### src/rtl/leaf_stream_bridge_if.sv
//------------------------------------------------------------------------------
// leaf_stream_bridge_if
// Stream bundle between leaf_interface, leaf_stream_bridge and the HLS kernel.
// Channel i of any flat data vector occupies bits [i*PAYLOAD_BITS +: PAYLOAD_BITS].
//
// Signals:
//   din_if2bridge / vld_if2bridge / ack_bridge2if      interface -> bridge
//   dout_bridge2kern / vld_bridge2kern / ack_kern2bridge bridge -> kernel Input_i
//   din_kern2bridge / vld_kern2bridge / ack_bridge2kern kernel Output_i -> bridge
//   dout_bridge2if / vld_bridge2if / ack_if2bridge      bridge -> interface
//
// Modports:
//   slave  : the bridge itself
//   master : the surroundings (leaf_interface on one side, kernel on the other)
//------------------------------------------------------------------------------
`timescale 1ns/1ps
interface leaf_stream_bridge_if #(
    parameter int PAYLOAD_BITS  = 32,
    parameter int NUM_IN_PORTS  = 2,
    parameter int NUM_OUT_PORTS = 2
);
    logic [NUM_IN_PORTS*PAYLOAD_BITS-1:0]  din_if2bridge;
    logic [NUM_IN_PORTS-1:0]               vld_if2bridge;
    logic [NUM_IN_PORTS-1:0]               ack_bridge2if;
    logic [NUM_IN_PORTS*PAYLOAD_BITS-1:0]  dout_bridge2kern;
    logic [NUM_IN_PORTS-1:0]               vld_bridge2kern;
    logic [NUM_IN_PORTS-1:0]               ack_kern2bridge;

    logic [NUM_OUT_PORTS*PAYLOAD_BITS-1:0] din_kern2bridge;
    logic [NUM_OUT_PORTS-1:0]              vld_kern2bridge;
    logic [NUM_OUT_PORTS-1:0]              ack_bridge2kern;
    logic [NUM_OUT_PORTS*PAYLOAD_BITS-1:0] dout_bridge2if;
    logic [NUM_OUT_PORTS-1:0]              vld_bridge2if;
    logic [NUM_OUT_PORTS-1:0]              ack_if2bridge;

    modport slave (
        input  din_if2bridge, vld_if2bridge,
        output ack_bridge2if,
        output dout_bridge2kern, vld_bridge2kern,
        input  ack_kern2bridge,
        input  din_kern2bridge, vld_kern2bridge,
        output ack_bridge2kern,
        output dout_bridge2if, vld_bridge2if,
        input  ack_if2bridge
    );

    modport master (
        output din_if2bridge, vld_if2bridge,
        input  ack_bridge2if,
        input  dout_bridge2kern, vld_bridge2kern,
        output ack_kern2bridge,
        output din_kern2bridge, vld_kern2bridge,
        input  ack_bridge2kern,
        input  dout_bridge2if, vld_bridge2if,
        output ack_if2bridge
    );
endinterface

### src/rtl/leaf_stream_bridge.sv
//------------------------------------------------------------------------------
// leaf_stream_bridge
// User-side bridge between the leaf_interface vld/ack streams and an HLS
// kernel with ap_hs streams and ap_ctrl_hs control. Every channel, in either
// direction, passes through its own first-word-fall-through FIFO of depth
// 2**FIFO_DEPTH_BITS. A small controller issues ap_start a configurable number
// of times (cfg_runs, 0 = forever) and then halts; FIFOs keep streaming.
//
// Ports:
//   clk_user, reset_n  single clock, asynchronous active-low reset
//   bus                stream bundle (slave modport), see leaf_stream_bridge_if
//   cfg_runs           number of kernel invocations, 0 = unlimited
//   ap_start           kernel start (ap_ctrl_hs)
//   ap_ready, ap_done  kernel handshake returns
//   runs_done          completed invocations, saturating
//   halted             run budget exhausted
//------------------------------------------------------------------------------
`timescale 1ns/1ps
module leaf_stream_bridge #(
    parameter int PAYLOAD_BITS    = 32,
    parameter int NUM_IN_PORTS    = 2,
    parameter int NUM_OUT_PORTS   = 2,
    parameter int FIFO_DEPTH_BITS = 2,
    parameter int RUN_CNT_BITS    = 16
) (
    input  logic                    clk_user,
    input  logic                    reset_n,
    leaf_stream_bridge_if.slave     bus,
    input  logic [RUN_CNT_BITS-1:0] cfg_runs,
    output logic                    ap_start,
    input  logic                    ap_ready,
    input  logic                    ap_done,
    output logic [RUN_CNT_BITS-1:0] runs_done,
    output logic                    halted
);
    localparam int NCH      = NUM_IN_PORTS + NUM_OUT_PORTS;
    localparam int DEPTH    = 1 << FIFO_DEPTH_BITS;
    localparam int PTR_BITS = (FIFO_DEPTH_BITS > 0) ? FIFO_DEPTH_BITS : 1;
    localparam int CNT_BITS = FIFO_DEPTH_BITS + 1;

    //--------------------------------------------------------------------------
    // Channel FIFOs. Input channels occupy indices [0, NUM_IN_PORTS), output
    // channels follow, so one generate loop serves both directions.
    //--------------------------------------------------------------------------
    logic [NCH*PAYLOAD_BITS-1:0] w_wr_data;
    logic [NCH*PAYLOAD_BITS-1:0] w_rd_data;
    logic [NCH-1:0]              w_wr_vld;
    logic [NCH-1:0]              w_rd_ack;
    logic [NCH-1:0]              w_full;
    logic [NCH-1:0]              w_rd_vld;

    assign w_wr_data = {bus.din_kern2bridge, bus.din_if2bridge};
    assign w_wr_vld  = {bus.vld_kern2bridge, bus.vld_if2bridge};
    assign w_rd_ack  = {bus.ack_if2bridge,   bus.ack_kern2bridge};

    assign bus.ack_bridge2if    = ~w_full[NUM_IN_PORTS-1:0];
    assign bus.ack_bridge2kern  = ~w_full[NCH-1:NUM_IN_PORTS];
    assign bus.vld_bridge2kern  = w_rd_vld[NUM_IN_PORTS-1:0];
    assign bus.vld_bridge2if    = w_rd_vld[NCH-1:NUM_IN_PORTS];
    assign bus.dout_bridge2kern = w_rd_data[NUM_IN_PORTS*PAYLOAD_BITS-1:0];
    assign bus.dout_bridge2if   = w_rd_data[NCH*PAYLOAD_BITS-1:NUM_IN_PORTS*PAYLOAD_BITS];

    // Pointers wrap at DEPTH-1 explicitly so a depth of 1 also works.
    function automatic logic [PTR_BITS-1:0] ptr_inc(input logic [PTR_BITS-1:0] p);
        return (p == PTR_BITS'(DEPTH - 1)) ? '0 : p + PTR_BITS'(1);
    endfunction

    for (genvar g = 0; g < NCH; g++) begin : g_fifo
        logic [PAYLOAD_BITS-1:0] r_mem [DEPTH];
        logic [PTR_BITS-1:0]     r_wptr;
        logic [PTR_BITS-1:0]     r_rptr;
        logic [CNT_BITS-1:0]     r_count;
        logic                    w_wr;
        logic                    w_rd;
        logic                    w_empty;

        // ack depends only on stored occupancy, never on this cycle's vld.
        assign w_full[g]   = (r_count == CNT_BITS'(DEPTH));
        assign w_empty     = (r_count == '0);
        assign w_wr        = w_wr_vld[g] & ~w_full[g];
        assign w_rd        = w_rd_ack[g] & ~w_empty;
        assign w_rd_vld[g] = ~w_empty;
        // Masking with empty keeps the data output at zero after reset even
        // though the storage itself is never cleared.
        assign w_rd_data[g*PAYLOAD_BITS +: PAYLOAD_BITS] = w_empty ? '0 : r_mem[r_rptr];

        always_ff @(posedge clk_user or negedge reset_n) begin
            if (!reset_n) begin
                r_wptr  <= '0;
                r_rptr  <= '0;
                r_count <= '0;
            end else begin
                if (w_wr) r_wptr <= ptr_inc(r_wptr);
                if (w_rd) r_rptr <= ptr_inc(r_rptr);
                case ({w_wr, w_rd})
                    2'b10:   r_count <= r_count + CNT_BITS'(1);
                    2'b01:   r_count <= r_count - CNT_BITS'(1);
                    default: ;
                endcase
            end
        end

        // NOTE: storage is deliberately left out of reset; occupancy alone
        // defines which entries are meaningful.
        always_ff @(posedge clk_user) begin
            if (w_wr) r_mem[r_wptr] <= w_wr_data[g*PAYLOAD_BITS +: PAYLOAD_BITS];
        end
    end

    //--------------------------------------------------------------------------
    // Kernel run controller
    //--------------------------------------------------------------------------
    typedef enum logic [1:0] {S_IDLE, S_START, S_RUN, S_HALT} state_t;

    state_t                  r_state;
    state_t                  w_state_nxt;
    logic [RUN_CNT_BITS-1:0] r_runs_done;
    logic [RUN_CNT_BITS-1:0] w_runs_inc;
    logic                    w_done_evt;
    logic                    w_more;

    // A done that coincides with ready in START completes that run at once.
    assign w_done_evt = ap_done & ((r_state == S_RUN) | ((r_state == S_START) & ap_ready));
    assign w_runs_inc = (&r_runs_done) ? r_runs_done : r_runs_done + RUN_CNT_BITS'(1);
    // cfg_runs is compared live at each done, so lowering it takes effect then.
    assign w_more     = (cfg_runs == '0) | (w_runs_inc < cfg_runs);

    always_ff @(posedge clk_user or negedge reset_n) begin
        if (!reset_n) begin
            r_state     <= S_IDLE;
            r_runs_done <= '0;
        end else begin
            r_state <= w_state_nxt;
            if (w_done_evt) r_runs_done <= w_runs_inc;
        end
    end

    // NOTE: each combinational block assigns its defaults first so no path
    // leaves an output unassigned and no latch is inferred.
    always_comb begin
        w_state_nxt = r_state;
        case (r_state)
            S_IDLE:  w_state_nxt = S_START;
            S_START: begin
                if (w_done_evt)    w_state_nxt = w_more ? S_START : S_HALT;
                else if (ap_ready) w_state_nxt = S_RUN;
            end
            S_RUN:   if (w_done_evt) w_state_nxt = w_more ? S_START : S_HALT;
            S_HALT:  w_state_nxt = S_HALT;
            default: w_state_nxt = S_IDLE;
        endcase
    end

    always_comb begin
        ap_start = 1'b0;
        halted   = 1'b0;
        case (r_state)
            S_START: ap_start = 1'b1;
            S_HALT:  halted   = 1'b1;
            default: ;
        endcase
    end

    assign runs_done = r_runs_done;
endmodule

### src/flat_wrapper.sv
// flat-port wrapper written by rule: the top's interface ports become plain ports
module leaf_stream_bridge_flat 
#(
    parameter int PAYLOAD_BITS    = 32,
    parameter int NUM_IN_PORTS    = 2,
    parameter int NUM_OUT_PORTS   = 2,
    parameter int FIFO_DEPTH_BITS = 2,
    parameter int RUN_CNT_BITS    = 16
)
  (clk_user, reset_n, cfg_runs, ap_start, ap_ready, ap_done, runs_done, halted, bus_din_if2bridge, bus_vld_if2bridge, bus_ack_bridge2if, bus_dout_bridge2kern, bus_vld_bridge2kern, bus_ack_kern2bridge, bus_din_kern2bridge, bus_vld_kern2bridge, bus_ack_bridge2kern, bus_dout_bridge2if, bus_vld_bridge2if, bus_ack_if2bridge);
  leaf_stream_bridge_if #(.PAYLOAD_BITS(PAYLOAD_BITS), .NUM_IN_PORTS(NUM_IN_PORTS), .NUM_OUT_PORTS(NUM_OUT_PORTS)) bus_i ();
  input  logic clk_user;
  input  logic reset_n;
  input  logic [RUN_CNT_BITS-1:0] cfg_runs;
  output logic ap_start;
  input  logic ap_ready;
  input  logic ap_done;
  output logic [RUN_CNT_BITS-1:0] runs_done;
  output logic halted;
  input wire logic [$bits(bus_i.din_if2bridge)-1:0] bus_din_if2bridge;
  input wire logic [$bits(bus_i.vld_if2bridge)-1:0] bus_vld_if2bridge;
  output wire logic [$bits(bus_i.ack_bridge2if)-1:0] bus_ack_bridge2if;
  output wire logic [$bits(bus_i.dout_bridge2kern)-1:0] bus_dout_bridge2kern;
  output wire logic [$bits(bus_i.vld_bridge2kern)-1:0] bus_vld_bridge2kern;
  input wire logic [$bits(bus_i.ack_kern2bridge)-1:0] bus_ack_kern2bridge;
  input wire logic [$bits(bus_i.din_kern2bridge)-1:0] bus_din_kern2bridge;
  input wire logic [$bits(bus_i.vld_kern2bridge)-1:0] bus_vld_kern2bridge;
  output wire logic [$bits(bus_i.ack_bridge2kern)-1:0] bus_ack_bridge2kern;
  output wire logic [$bits(bus_i.dout_bridge2if)-1:0] bus_dout_bridge2if;
  output wire logic [$bits(bus_i.vld_bridge2if)-1:0] bus_vld_bridge2if;
  input wire logic [$bits(bus_i.ack_if2bridge)-1:0] bus_ack_if2bridge;
  assign bus_i.din_if2bridge = bus_din_if2bridge;
  assign bus_i.vld_if2bridge = bus_vld_if2bridge;
  assign bus_ack_bridge2if = bus_i.ack_bridge2if;
  assign bus_dout_bridge2kern = bus_i.dout_bridge2kern;
  assign bus_vld_bridge2kern = bus_i.vld_bridge2kern;
  assign bus_i.ack_kern2bridge = bus_ack_kern2bridge;
  assign bus_i.din_kern2bridge = bus_din_kern2bridge;
  assign bus_i.vld_kern2bridge = bus_vld_kern2bridge;
  assign bus_ack_bridge2kern = bus_i.ack_bridge2kern;
  assign bus_dout_bridge2if = bus_i.dout_bridge2if;
  assign bus_vld_bridge2if = bus_i.vld_bridge2if;
  assign bus_i.ack_if2bridge = bus_ack_if2bridge;
  leaf_stream_bridge #(.PAYLOAD_BITS(PAYLOAD_BITS), .NUM_IN_PORTS(NUM_IN_PORTS), .NUM_OUT_PORTS(NUM_OUT_PORTS), .FIFO_DEPTH_BITS(FIFO_DEPTH_BITS), .RUN_CNT_BITS(RUN_CNT_BITS)) u_core (.clk_user(clk_user), .reset_n(reset_n), .bus(bus_i), .cfg_runs(cfg_runs), .ap_start(ap_start), .ap_ready(ap_ready), .ap_done(ap_done), .runs_done(runs_done), .halted(halted));
endmodule
### config.mk
export PLATFORM = sky130hd
export DESIGN_NAME = leaf_stream_bridge_flat
export DESIGN_NICKNAME = d
export VERILOG_FILES = /design/src/rtl/leaf_stream_bridge_if.sv /design/src/rtl/leaf_stream_bridge.sv /design/src/flat_wrapper.sv
export SDC_FILE = /design/constraint.sdc
export NUM_CORES = 1
export LEC_CHECK = 0
export ABC_AREA = 1
export CORE_MARGIN = 3
export CORE_UTILIZATION = 30
export DETAILED_ROUTE_END_ITERATION = 10
export PLACE_DENSITY = 0.47
export SYNTH_ARGS = -nofsm -noshare
export SYNTH_HDL_FRONTEND = slang
export SYNTH_SLANG_ARGS = --single-unit
### constraint.sdc
create_clock -name clk_user -period 4.9 [get_ports clk_user]
set_clock_uncertainty 0.2 [all_clocks]
set_input_delay 0.98 -clock clk_user [delete_from_list [all_inputs] [get_ports clk_user]]
set_output_delay 0.98 -clock clk_user [all_outputs]
set_load 0.05 [all_outputs]
==> summary.txt, run 1 <==
H-tree depth reported by CTS - 3
Setup WS pre-CTS - 1.02 ns
Detailed Route WL - 58400 um
Vias in the first global route - 15.4k
EDFF count, synth - 512
Crit. path cell count - 6
Initial Util - 30.5%
Final Instance Area - 29300 sq um
Most common library cells after synthesis - 555 x nor2_1, 512 x edfxtp_1, 284 x o21ai_0
Max_cap viols - 0
Synth Cell Area - 22800 sq um
Final ANT Viol Nets - 0
# setup viols final - 0
Top-level I/O count - 310
Syn Inst Count - 1919
Routability Congestion - 0.764
Total GRT Usage - 14.6%
Initial antenna violation count - 2
Top FF cell, synth - edfxtp_1
R2R depth - 19
DR vias/cell - 4.63
Std cell rows - 100
Synthesized net count - 2119
DRC violations left - 0
Slowest-stage cell, CP - dfrtp_2
Chip height - 282 um
Final Util - 39.2%
Root buffer cell - clkbuf_16
Max_slew headroom - 47.0%
Footprint of the multi-input gates - 5610 sq um
Most used cell, CP - nor2_1
Die ar. - 79300 sq um
Syn avg cell area - 11.9 sq um
Hold WC Path Type - in2async
FILL cells - 7094
Top-count cell post-synth - nor2_1
Startpoint types - register
Clock slew at reported path FFs - 0.06 ns
First-pass GRT wire length - 89200 um
Post-route insts no fill - 3264
Worst IR Drop VDD - 0.000613 V
Placed cells - 3140
Largest cells by area after synthesis - edfxtp_1 67%, nor2_1 9.1%, o21ai_0 6.2%
Clk buf depth - 3
Port Buffers - 309
Wire per inst - 17.9 um
Yosys warning total - 0
Pin count of the biggest net entering global routing - 63
Total clock buffers created by CTS - 66
CTS tree - done
WP buf/inv - 2
Final worst slack - 0.444 ns
Setup Total Neg Slack - 0 ns
Status - completed
Register area share after synthesis - 72.5%
RSZ-0062 raised after global routing - false
Fraction of registers with async set/reset - 8.24%
Kind of critical path - reg2out
Pwr dens - 744 nW/um^2
Synth area leader - edfxtp_1
Worst path max stage delay - 0.86 ns
Sequential cell area - 16500 sq um
Total leakage power - 0.0103 uW
Worst-path maximum fanout - 39
Top cell type's share of synthesized area - 67.5%
Crit-path cells - buf_4 -> nor2_1 -> nor2_1 -> o21ai_0 -> a21oi_1 -> clkdlybuf4s50_1
Data required, critical path - 3.72 ns
Cell family with most CP delay - buffers and inverters
Element type at the critical path end - output pin
Worst Path Arrival - 3.28 ns
Overflow after GRT - 0
Tmin final - 4.46 ns
Post-synthesis register bit count - 558
Fin crit share - 90.9%
Max frequency - 0.224 GHz
Clk_lat worst skew - 0.61 ns
Via count - 15.1k
CTS resizes - 0
Pre-Repair DR Iteration Count - 5
Post-DP Area - 27100 sq um
Core area - 74800 sq um
Synthesis-to-finish area growth - 28.6%
Die Width - 282 um
Placed wire-length estimate - 34700 um
Hold Fails Final Rpt - 0
Count of cell types in the netlist - 30
# Post-CTS Setup Buffers - 0
Initial DRC count - 794
# hold bufs at CTS - 0
Slew @ Worst Pin - 0.794 ns
Nets - 2439
Layout cells sized above 1 - 7.11%
Slew Limit Fails - 0
CTS sink cnt - 558
## cells in the final DEF (no fill, tap or decap), types with 4 or more instances in the layout
| master | n |
|---|---|
| a21oi_1 | 152 |
| clkbuf_1 | 18 |
| nand2_1 | 80 |
| bufinv_16 | 6 |
| nor4_1 | 4 |
| clkinv_1 | 18 |
| o21ai_0 | 284 |
| nor2_1 | 539 |
| xor2_1 | 10 |
| clkbuf_16 | 66 |
| nor3_2 | 5 |
| ha_1 | 40 |
| dfrtp_1 | 42 |
| buf_4 | 40 |
| nor2_2 | 18 |
| xnor2_1 | 8 |
| clkdlybuf4s50_1 | 308 |
| fa_1 | 4 |
| edfxtp_1 | 512 |
| inv_1 | 89 |
| dfrtp_2 | 4 |
| nand3_1 | 14 |
## sequential cells by signal (all words and copies together), names as in the netlist
register and cells:
u_core.r_state 2, u_core.g_fifo.r_rptr 8, u_core.g_fifo.r_wptr 8, u_core.g_fifo.r_count 12, u_core.runs_done 16, u_core.g_fifo.r_mem 512
## area by class of cell
| cell class | instances | area share, % |
|---|---|---|
| antenna | 2 | 0.0171 |
| clock buffer | 84 | 5.87 |
| clock inverter | 38 | 1.59 |
| inverter | 91 | 1.17 |
| multi-input combinational | 1172 | 19.2 |
| sequential | 558 | 56.4 |
| tap | 969 | 4.14 |
| timing repair buffer | 350 | 11.6 |
## worst register-to-register path, stage by stage, from the launching register on
cell,delay (ns)
dfrtp_1,0.44
ha_1,0.26
nand2_1,0.09
nor2_1,0.06
nand2_2,0.12
nor2_4,0.07
nor3_4,0.20
nand3_2,0.15
nor3_1,0.25
nand2_1,0.10
xor2_1,0.23
ha_1,0.29
a21oi_1,0.16
a31oi_1,0.10
a2111oi_0,0.28
nand2_1,0.10
nand2_1,0.07
nand2_1,0.05
nand2_1,0.05
nand2_1,0.05
## report_power, final
group / internal, uW / switching (uW)
sequential: 6300 / 506
combinational: 3020 / 7130
clock: 2860 / 2000
total: 12200 / 9630
## cell families (layout without fill, tap and decap cells)
logic type / after synthesis / count (layout) / synth area share, %
AOI/OAI and AO/OA: 440 / 440 / 9.70
buffers and inverters: 189 / 563 / 3.11
DFF: 558 / 558 / 72.5
and+or+nand+nor: 670 / 670 / 11.4
xor gates and xnor gates: 18 / 18 / 0.692
adders and majority gates: 44 / 44 / 2.55
other: 0 / 2 / 0
## per-stage QoR
stage	total power [uW]	hold WS [ns]
floorplan	13500	0.269
global placement	17200	0.303
detailed placement	17200	0.309
CTS	22200	0.142
global route	23100	0.169
finish	21800	0.168
## layer usage
metal / wire length [um] / GRT usage [%]
met5: 0 / 0
met4: 1520 / 4.46
met3: 2790 / 3.20
met2: 29200 / 25.7
met1: 24900 / 17.8
## worst paths after layout
check | to | slack (ns) | start
min in group clk_user | u_core.g_fifo[0].r_count[0]$_DFFE_PN0P_ | 0.32 | u_core.g_fifo[0].r_count[0]$_DFFE_PN0P_
hold reg to reg | u_core.g_fifo[0].r_count[0]$_DFFE_PN0P_ | 0.32 | u_core.g_fifo[0].r_count[0]$_DFFE_PN0P_
setup reg to reg | u_core.r_state[1]$_DFFE_PN0P_ | 1.50 | u_core.runs_done[0]$_DFFE_PN0P_
hold / removal | u_core.r_state[0]$_DFFE_PN0P_ | 0.17 | reset_n
setup / recovery | bus_dout_bridge2kern[30] | 0.44 | u_core.g_fifo[0].r_rptr[0]$_DFFE_PN0P_
max in group asynchronous | u_core.g_fifo[1].r_rptr[0]$_DFFE_PN0P_ | 3.46 | reset_n
Note: power is estimated with default switching activity, not from simulation.
==> inputs of run 2 (changes only) <==
--- a/config.mk
+++ b/config.mk
@@ -8,6 +8,7 @@
 export ABC_AREA = 1
 export CORE_MARGIN = 3
 export CORE_UTILIZATION = 30
+export CTS_CLUSTER_DIAMETER = 30
 export DETAILED_ROUTE_END_ITERATION = 10
 export PLACE_DENSITY = 0.47
 export SYNTH_ARGS = -nofsm -noshare
==> run 2 against run 1 <==
Non-clock buffer count did not move. Clock power rose by 84%. Register-to-register slack got worse by 0.03 ns. Critical endpoint is now bus_dout_bridge2kern[54]. Final cell count rose by 4.0%. Wire length rose by 2.0%. Global-route usage rose by 0.44 points. Sequential power barely moved. Utilization rose by 3.4 points. Total power rose by 19%. Hold slack got worse by 0.070 ns. Critical path depth did not move. Fmax fell by 1.6%.
==> summary.txt, run 2 (synthesis gave the netlist of run 1 again) <==
# setup viols final - 0
Total leakage power - 0.0115 uW
Port Buffers - 309
Max_cap viols - 0
Die ar. - 79300 sq um
Clk buf depth - 3
DRC violations left - 0
Vias in the first global route - 16.1k
Worst Path Arrival - 3.35 ns
Via count - 15.6k
Reg with most FFs - u_core.g_fifo.r_mem
CTS sink cnt - 558
Most common cell after layout, fill and taps aside - nor2_1
RSZ-0062 raised after global routing - false
Setup Total Neg Slack - 0 ns
Overflow after GRT - 0
Worst IR Drop VDD - 0.000613 V
Chip height - 282 um
First-pass GRT wire length - 91400 um
Pin count of the biggest net entering global routing - 63
Die Width - 282 um
Startpoint types - register
Clock slew at reported path FFs - 0.04 ns
Commonest non-fill, non-tap cells in the layout - 539 x nor2_1, 512 x edfxtp_1, 308 x clkdlybuf4s50_1, 284 x o21ai_0, 152 x a21oi_1
Post-DP Area - 27100 sq um
Total GRT Usage - 15.0%
Slew Limit Fails - 0
Initial DRC count - 755
Worst-path maximum fanout - 38
Std cell rows - 100
H-tree depth reported by CTS - 4
FILL cells - 6855
Top-level I/O count - 310
CTS resizes - 0
Initial antenna violation count - 2
Placed wire-length estimate - 34700 um
Pwr dens - 815 nW/um^2
DR vias/cell - 4.59
CTS tree - done
Final ANT Viol Nets - 0
# Post-CTS Setup Buffers - 0
Routability Congestion - 0.764
Detailed Route WL - 59500 um
Slew @ Worst Pin - 0.814 ns
Clk_lat worst skew - 0.69 ns
Synthesis-to-finish area growth - 39.6%
Setup slack, reg-to-reg - 1.47 ns
Root buffer cell - clkbuf_16
Max reg flops - 512
Pre-Repair DR Iteration Count - 8
Data required, critical path - 3.72 ns
Hold WC Path Type - in2async
Kind of critical path - reg2out
Total clock buffers created by CTS - 138
Max frequency - 0.221 GHz
Element type at the critical path end - output pin
Nets - 2511
Core area - 74800 sq um
Wire per inst - 17.5 um
Hold Fails Final Rpt - 0
Status - completed
Tmin final - 4.53 ns
Initial Util - 30.5%
# hold bufs at CTS - 0
Final Instance Area - 31800 sq um
Max_slew headroom - 45.7%
Layout cells sized above 1 - 11.5%
Fin crit share - 92.4%
-- run 2: changes by cell type in the layout (fill, tap and decap cells not counted) --
| cell | before | now |
|---|---|---|
| clkbuf_1 | 18 | 21 |
| clkinv_16 | 3 | 6 |
| clkinvlp_4 | 3 | 10 |
| inv_6 | 0 | 1 |
| clkinv_2 | 3 | 22 |
| clkbuf_16 | 66 | 141 |
| bufinv_16 | 6 | 17 |
| clkinv_1 | 18 | 30 |
| clkinv_4 | 2 | 1 |
| clkinv_8 | 1 | 2 |
-- run 2: worst paths after layout --
path	cells past startpoint	start	to
worst min register to register	1	u_core.g_fifo[0].r_count[0]$_DFFE_PN0P_	u_core.g_fifo[0].r_count[0]$_DFFE_PN0P_
max in group asynchronous	2	reset_n	u_core.g_fifo[1].r_rptr[0]$_DFFE_PN0P_
min in group clk_user	1	u_core.g_fifo[0].r_count[0]$_DFFE_PN0P_	u_core.g_fifo[0].r_count[0]$_DFFE_PN0P_
worst max-delay path	6	u_core.g_fifo[1].r_rptr[0]$_DFFE_PN0P_	bus_dout_bridge2kern[54]
worst max register to register	19	u_core.runs_done[0]$_DFFE_PN0P_	u_core.r_state[1]$_DFFE_PN0P_
worst min-delay path	1	reset_n	u_core.runs_done[6]$_DFFE_PN0P_
-- run 2: critical path, stage by stage, from the launching register on --
cell             delay [ns]
dfrtp_2                0.83
buf_4                  0.45
nor2_1                 0.09
nor2_1                 0.09
o21ai_0                0.08
a21oi_1                0.26
clkdlybuf4s50_1        0.86
-- run 2: where the power goes --
| group | total (uW) | switching, uW | internal (uW) | leakage, uW |
|---|---|---|---|---|
| clock network | 8940 | 2790 | 6160 | 0.00226 |
| logic | 10200 | 7140 | 3020 | 0.00399 |
| registers | 6830 | 510 | 6320 | 0.00525 |
-- run 2: per-layer routing --
metal	up-vias	track usage, %	part of all wire, %	routed length [um]
met5	-	0	0	0
met4	0	6.02	2.4	1430
met3	99	4.25	5.5	3250
met2	394	25.8	50	29700
met1	7576	17.7	42	25200
li1	7531	-	-	-
-- run 2: through the flow --
| stage | hold slack [ns] | instances | setup slack [ns] | power, uW | utilization (%) |
|---|---|---|---|---|---|
| final | 0.0981 | 3395 | 0.374 | 25900 | 42.5 |
| after global routing | 0.0873 | 3394 | 0.122 | 27300 | 42.5 |
| after CTS | 0.0599 | 3393 | 0.261 | 26300 | 42.5 |
| after detailed placement | 0.309 | 3140 | 1.02 | 17200 | 36.2 |
| after global placement | 0.303 | 3140 | 1.04 | 17200 | 36.2 |
| after floorplan | 0.269 | 1919 | 1.65 | 13500 | - |
-- run 2: final cells by class --
class / instances / area (sq um) / share of cell area [%]
Clock buffer: 162 / 3610 / 11.3
Tap cell: 969 / 1210 / 3.81
Clock inverter: 91 / 1090 / 3.44
Timing Repair Buffer: 350 / 3410 / 10.7
Sequential cell: 558 / 16500 / 52.0
Antenna cell: 2 / 5.00 / 0.0157
Multi-Input combinational cell: 1172 / 5610 / 17.6
Inverter: 91 / 342 / 1.07
==> inputs of run 3 (changes only) <==
--- a/config.mk
+++ b/config.mk
@@ -10,6 +10,7 @@
 export CORE_UTILIZATION = 30
 export CTS_CLUSTER_DIAMETER = 30
 export DETAILED_ROUTE_END_ITERATION = 10
+export GPL_ROUTABILITY_DRIVEN = 0
 export PLACE_DENSITY = 0.47
 export SYNTH_ARGS = -nofsm -noshare
 export SYNTH_HDL_FRONTEND = slang
==> results of run 3 <==
Final layout, timing and power as in run 2 (identical DEF).
==> edit 1: new RTL, flow settings as in run 3 <==
Encoding of `state_t`: now one-hot (4 bits for 4 states).
--- a/src/rtl/leaf_stream_bridge.sv
+++ b/src/rtl/leaf_stream_bridge.sv
@@ -110,7 +110,7 @@
     //--------------------------------------------------------------------------
     // Kernel run controller
     //--------------------------------------------------------------------------
-    typedef enum logic [1:0] {S_IDLE, S_START, S_RUN, S_HALT} state_t;
+    typedef enum logic [3:0] {S_IDLE = 4'b0001, S_START = 4'b0010, S_RUN = 4'b0100, S_HALT = 4'b1000} state_t;
 
     state_t                  r_state;
     state_t                  w_state_nxt;
Check against the original RTL: same outputs for any inputs over 4 cycles, from zero or initial values and one cycle with reset_n low; so few cycles prove little.
==> edit 1 against run 3 <==
Setup slack gained 85 ps; final area about the same; routed wire length increased by 3.6%; via count increased by 0.10%; sequential cell count up 2; synthesized cell count is 0.94% higher; total power increased by 0.21%; area after synthesis rose by 0.74%; first-iteration DRC count down 0.40%; critical endpoint is now bus_dout_bridge2kern[39].
==> edit 1: results (changes against run 3) <==
[grt]
grt_usage_pct=15.43  ; +0.44 points
met2_usage_pct=24.99  ; -0.83 points
met1_usage_pct=18.84  ; +1.1 points
grt_max_degree=56  ; -11%
antenna_found_initial=11  ; +9
grt_pass1_wl_um=93110  ; +1.9%
use_met3_pct=5.530  ; +1.3 points
grt_pass1_vias=15860  ; -1.7%

[worst_setup_path]
path_max_fanout=42  ; +11%
r2r_cells=21  ; +2
r2r_slack_ps=1440  ; -30 ps
cp_slowest_cell=clkdlybuf4s50_1
critPathCapture=bus_dout_bridge2kern[39]
r2r-start=u_core.runs_done[0]

[layout]
final_nets=2531  ; +0.80%
fillers=6925  ; +1.0%
drive_above_1_share_pct=12.42  ; +0.91 points
largest_register_ffs=512  ; unchanged

[clock_tree]
cts_made_buffers=135  ; -2.2%

[synthesis]
ys_seq_area_share_pct=72.21  ; -0.31 points
synth_commonest_cells=nor2_1, edfxtp_1, o21ai_0
synth_enable_flop_cells=512  ; unchanged
synth_top_area_share_pct=66.97  ; -0.50 points
async_flop_share_pct=8.571  ; +0.33 points
yosys-top-cells-area=edfxtp_1, nor2_1, o21ai_0
syn_nets=2137  ; +0.85%

[routing]
via_per_inst=4.578  ; -0.37%
drt_pre_antenna_iters=5  ; -3
drt_iter0_drc=752  ; -0.40%
routed_wl_um=61650  ; +3.6%

[placed_design]
dp_hpwl_um=37400  ; +7.8%

[run_status]
status=completed

[power_and_ir_drop]
peakVddDrop_mv=0.5510  ; -10%
leakage_nw=11.50  ; about the same

[timing]
maxSlewHeadroom_pct=23.15  ; -23 points

==> edit 1: changes by cell type in the layout (fill, tap and decap cells not counted), sizes merged, moves of 2 or more <==
cell | before | now
buf | 42 | 48
bufinv | 17 | 13
clkinv | 61 | 49
clkinvlp | 10 | 15
inv | 94 | 102
nand2 | 83 | 81
nand3 | 15 | 17
nor2 | 558 | 561
==> edit 1: layout make-up <==
type | instances | area share (%)
Inverter | 97 | 1.144
Antenna cell | 3 | 0.02360
Timing Repair Buffer | 356 | 10.97
Multi-Input combinational cell | 1181 | 17.89
Tap cell | 969 | 3.811
Sequential cell | 560 | 52.12
Clock buffer | 163 | 11.08
Clock inverter | 82 | 2.965
==> edit 1: metrics by stage <==
step           hold slack [ps]  worst slack [ps]  instances  instance area, um2
5_1_grt                  134.4             202.2       3408               31810
2_1_floorplan            268.6              1644       1937               22960
4_1_cts                  121.4             345.8       3408               31810
6_report                 137.0             458.6       3411               31820
3_5_place_dp             312.0              1118       3163               27340
3_3_place_gp             305.4              1140       3163               27340
==> edit 1: kinds of logic after synthesis <==
group	count (synthesis)	share of synthesized area [%]
and+or+nand+nor	677	11.57
DFF	560	72.21
buffers and inverters	196	3.259
xor gates and xnor gates	17	0.7140
adders and majority gates	44	2.529
AOI/OAI and AO/OA	443	9.723
==> edit 1: power by group <==
part           switching [W]  internal, W  total (W)
clock                0.00276      0.00581    0.00857
combinational        0.00744      0.00318     0.0106
sequential          0.000434      0.00637    0.00680
total                 0.0106       0.0154     0.0260
==> edit 1: how the worst min path moves through the flow <==
stage	startpoint	endpoint	slack [ps]	cells after the start
3_5_place_dp	u_core.g_fifo[0].r_count[1]	u_core.g_fifo[0].r_count[1]	310	2
4_1_cts	reset_n	u_core.g_fifo[3].r_rptr[0]	120	1
2_1_floorplan	u_core.g_fifo[0].r_count[0]	u_core.g_fifo[0].r_count[0]	270	1
5_1_grt	reset_n	u_core.g_fifo[3].r_rptr[0]	130	1
6_report	reset_n	u_core.g_fifo[3].r_rptr[0]	140	1
3_3_place_gp	u_core.g_fifo[3].r_count[0]	u_core.g_fifo[3].r_count[0]	310	1
==> edit 1: layer usage <==
layer / wire (um) / vias up
met5: 73 / -
met1: 26200 / 7514
met3: 4317 / 115
li1: - / 7591
met4: 1463 / 10
met2: 29600 / 386
==> edit 1: worst reg2reg max path, delay by kind of cell, from the launching register on <==
kind                     cells  cell delay, ps
XOR/XNOR                     1             250
AND/OR/NAND/NOR             16            1430
flip-flops                   1             430
AO/OA/AOI/OAI                2             530
adder cells (fa/ha/maj)      2             560
==> edit 2: new RTL, settings of run 3 <==
Without the edit above. `RUN_CNT_BITS` is set to 16 in 2 places; all go to 18.
--- a/src/rtl/leaf_stream_bridge.sv
+++ b/src/rtl/leaf_stream_bridge.sv
@@ -21,7 +21,7 @@
     parameter int NUM_IN_PORTS    = 2,
     parameter int NUM_OUT_PORTS   = 2,
     parameter int FIFO_DEPTH_BITS = 2,
-    parameter int RUN_CNT_BITS    = 16
+    parameter int RUN_CNT_BITS    = 18
 ) (
     input  logic                    clk_user,
     input  logic                    reset_n,
--- a/src/flat_wrapper.sv
+++ b/src/flat_wrapper.sv
@@ -5,7 +5,7 @@
     parameter int NUM_IN_PORTS    = 2,
     parameter int NUM_OUT_PORTS   = 2,
     parameter int FIFO_DEPTH_BITS = 2,
-    parameter int RUN_CNT_BITS    = 16
+    parameter int RUN_CNT_BITS    = 18
 )
   (clk_user, reset_n, cfg_runs, ap_start, ap_ready, ap_done, runs_done, halted, bus_din_if2bridge, bus_vld_if2bridge, bus_ack_bridge2if, bus_dout_bridge2kern, bus_vld_bridge2kern, bus_ack_kern2bridge, bus_din_kern2bridge, bus_vld_kern2bridge, bus_ack_bridge2kern, bus_dout_bridge2if, bus_vld_bridge2if, bus_ack_if2bridge);
   leaf_stream_bridge_if #(.PAYLOAD_BITS(PAYLOAD_BITS), .NUM_IN_PORTS(NUM_IN_PORTS), .NUM_OUT_PORTS(NUM_OUT_PORTS)) bus_i ();
Interface: changed (resized cfg_runs and runs_done); port bits go from 310 to 314. The function was not compared with the original's and may differ.
==> edit 2 against run 3 <==
Area after synthesis increased by 1.2%; routed wire length increased by 0.93%; count of clock-buffer cells in the layout increased by 5; non-clock buffer count increased by 6; setup slack got worse by 14 ps; final area increased by 1.5%; total power increased by 0.90%; sequential cell count increased by 2; critical path type unchanged; largest power group unchanged.
==> edit 2: results (changes against run 3) <==
[clock_tree]
cts_resized=0  ; unchanged
cts_max_path_buffers=3  ; unchanged
cts_made_buffers=139  ; +0.72%
postCtsSetupBuffers=0  ; unchanged

[synthesis]
synth_xor_area_share_pct=0.7811  ; +0.089 points
ys.flop_type=edfxtp_1
async_flop_share_pct=8.571  ; +0.33 points
yosys-top-cells-area=edfxtp_1, nor2_1, o21ai_0
synthAdderAreaFrac_pct=2.625  ; +0.078 points
synth_commonest_cells=nor2_1, edfxtp_1, o21ai_0
yosysWarningCount=0  ; unchanged
synth_compound_area_share_pct=9.823  ; +0.13 points
syn_nets=2158  ; +1.8%
synth_cell_type_count=31  ; +3.3%
syn_inst=1954  ; +1.8%
ys_seq_area_share_pct=71.86  ; -0.66 points

[routing]
drt_pre_antenna_iters=4  ; -4
via_per_inst=4.488  ; -2.3%
drt_iter0_drc=722  ; -4.4%
wl_per_cell_um=17.16  ; -2.1%
routed_wl_um=60050  ; +0.93%

[placed_design]
dp_hpwl_um=35880  ; +3.4%
place_inst=3241  ; +3.2%
port_buffers=313  ; +1.3%
place_ws_ps=1036  ; +14.94 ps
placed_area_mm2=0.02757  ; +1.7%

[layout]
final_nets=2556  ; +1.8%
drive_above_1_share_pct=12.36  ; +0.85 points
largest_register_ffs=512  ; unchanged

[power_and_ir_drop]
leakage_nw=11.70  ; +1.8%
peakVddDrop_mv=0.5680  ; -7.3%

[worst_setup_path]
critPathCapture=bus_dout_bridge2kern[24]
crit_family=buffers and inverters
r2r_slack_ps=1540  ; +70 ps
r2r_cells=20  ; +1
worst-endpoint-arrival_ps=3360  ; about the same
path_max_fanout=42  ; +11%
crit_start=u_core.g_fifo[0].r_rptr[0]

[run]
drv_cap=0  ; unchanged

[grt]
grt_usage_pct=14.96  ; -0.026 points
grt_pass1_wl_um=93670  ; +2.5%
grt_max_degree=66  ; +4.8%
grt_pass1_vias=16450  ; +1.9%
antenna_found_initial=0  ; -2

[timing]
maxSlewHeadroom_pct=43.69  ; -2.0 points
setup_slack_ps=360.1  ; -13.62 ps
hold_slack_ps=146.9  ; +48.77 ps

[run_status]
status=completed

-- edit 2: changes by cell type in the layout (fill, tap and decap cells not counted), moves of 4 or more --
cell | before | now
clkinv_1 | 30 | 18
clkinv_4 | 1 | 9
nand4_1 | 2 | 9
o21ai_0 | 284 | 290
buf_12 | 1 | 6
clkdlybuf4s50_1 | 308 | 312
inv_1 | 89 | 93
-- edit 2: cell type report --
cell class	instances	area, um2
inverters	97	364.1
fillers	7020	43790
repair buffers	356	3526
multi-input cells	1198	5808
well taps	1030	1289
flip-flops and latches	560	16580
clock buffers	167	3667
diodes	1	2.502
clock inverters	90	1050
-- edit 2: worst register-to-register path: stages (launching register included) --
cell      delay [ps]
dfrtp_1          450
ha_1             270
nand3_1          160
nor2_4           170
nand3_4          140
nand2_2          140
nor2_4            50
nand2_4           80
nor2_4            40
xor2_2           150
ha_1             300
a21oi_1          130
nor2_1            50
a211oi_1         280
o21ai_0          190
a21oi_1          140
nand2_1           80
nand2_1           60
nand2_1           50
nand2_1           50
nand2_1           40
-- edit 2: report_power, final --
group / switching [W] / internal, W
Combinational: 0.00733 / 0.00311
Sequential: 0.000457 / 0.00634
Clock: 0.00284 / 0.00610
-- edit 2: logic make-up after synthesis --
logic type | after synthesis
AND/OR/NAND/NOR | 684
adder cells (fa/ha/maj) | 46
XOR/XNOR | 18
AO/OA/AOI/OAI | 450
buffers and inverters | 196
flip-flops | 560
-- edit 2: per-layer routing --
metal / vias up / track usage (%) / wire length, um
li1: 7673 / - / -
met1: 7600 / 17.72 / 25550
met2: 329 / 26.00 / 30370
met3: 103 / 4.014 / 2696
met4: 0 / 5.675 / 1431
met5: - / 0 / 0
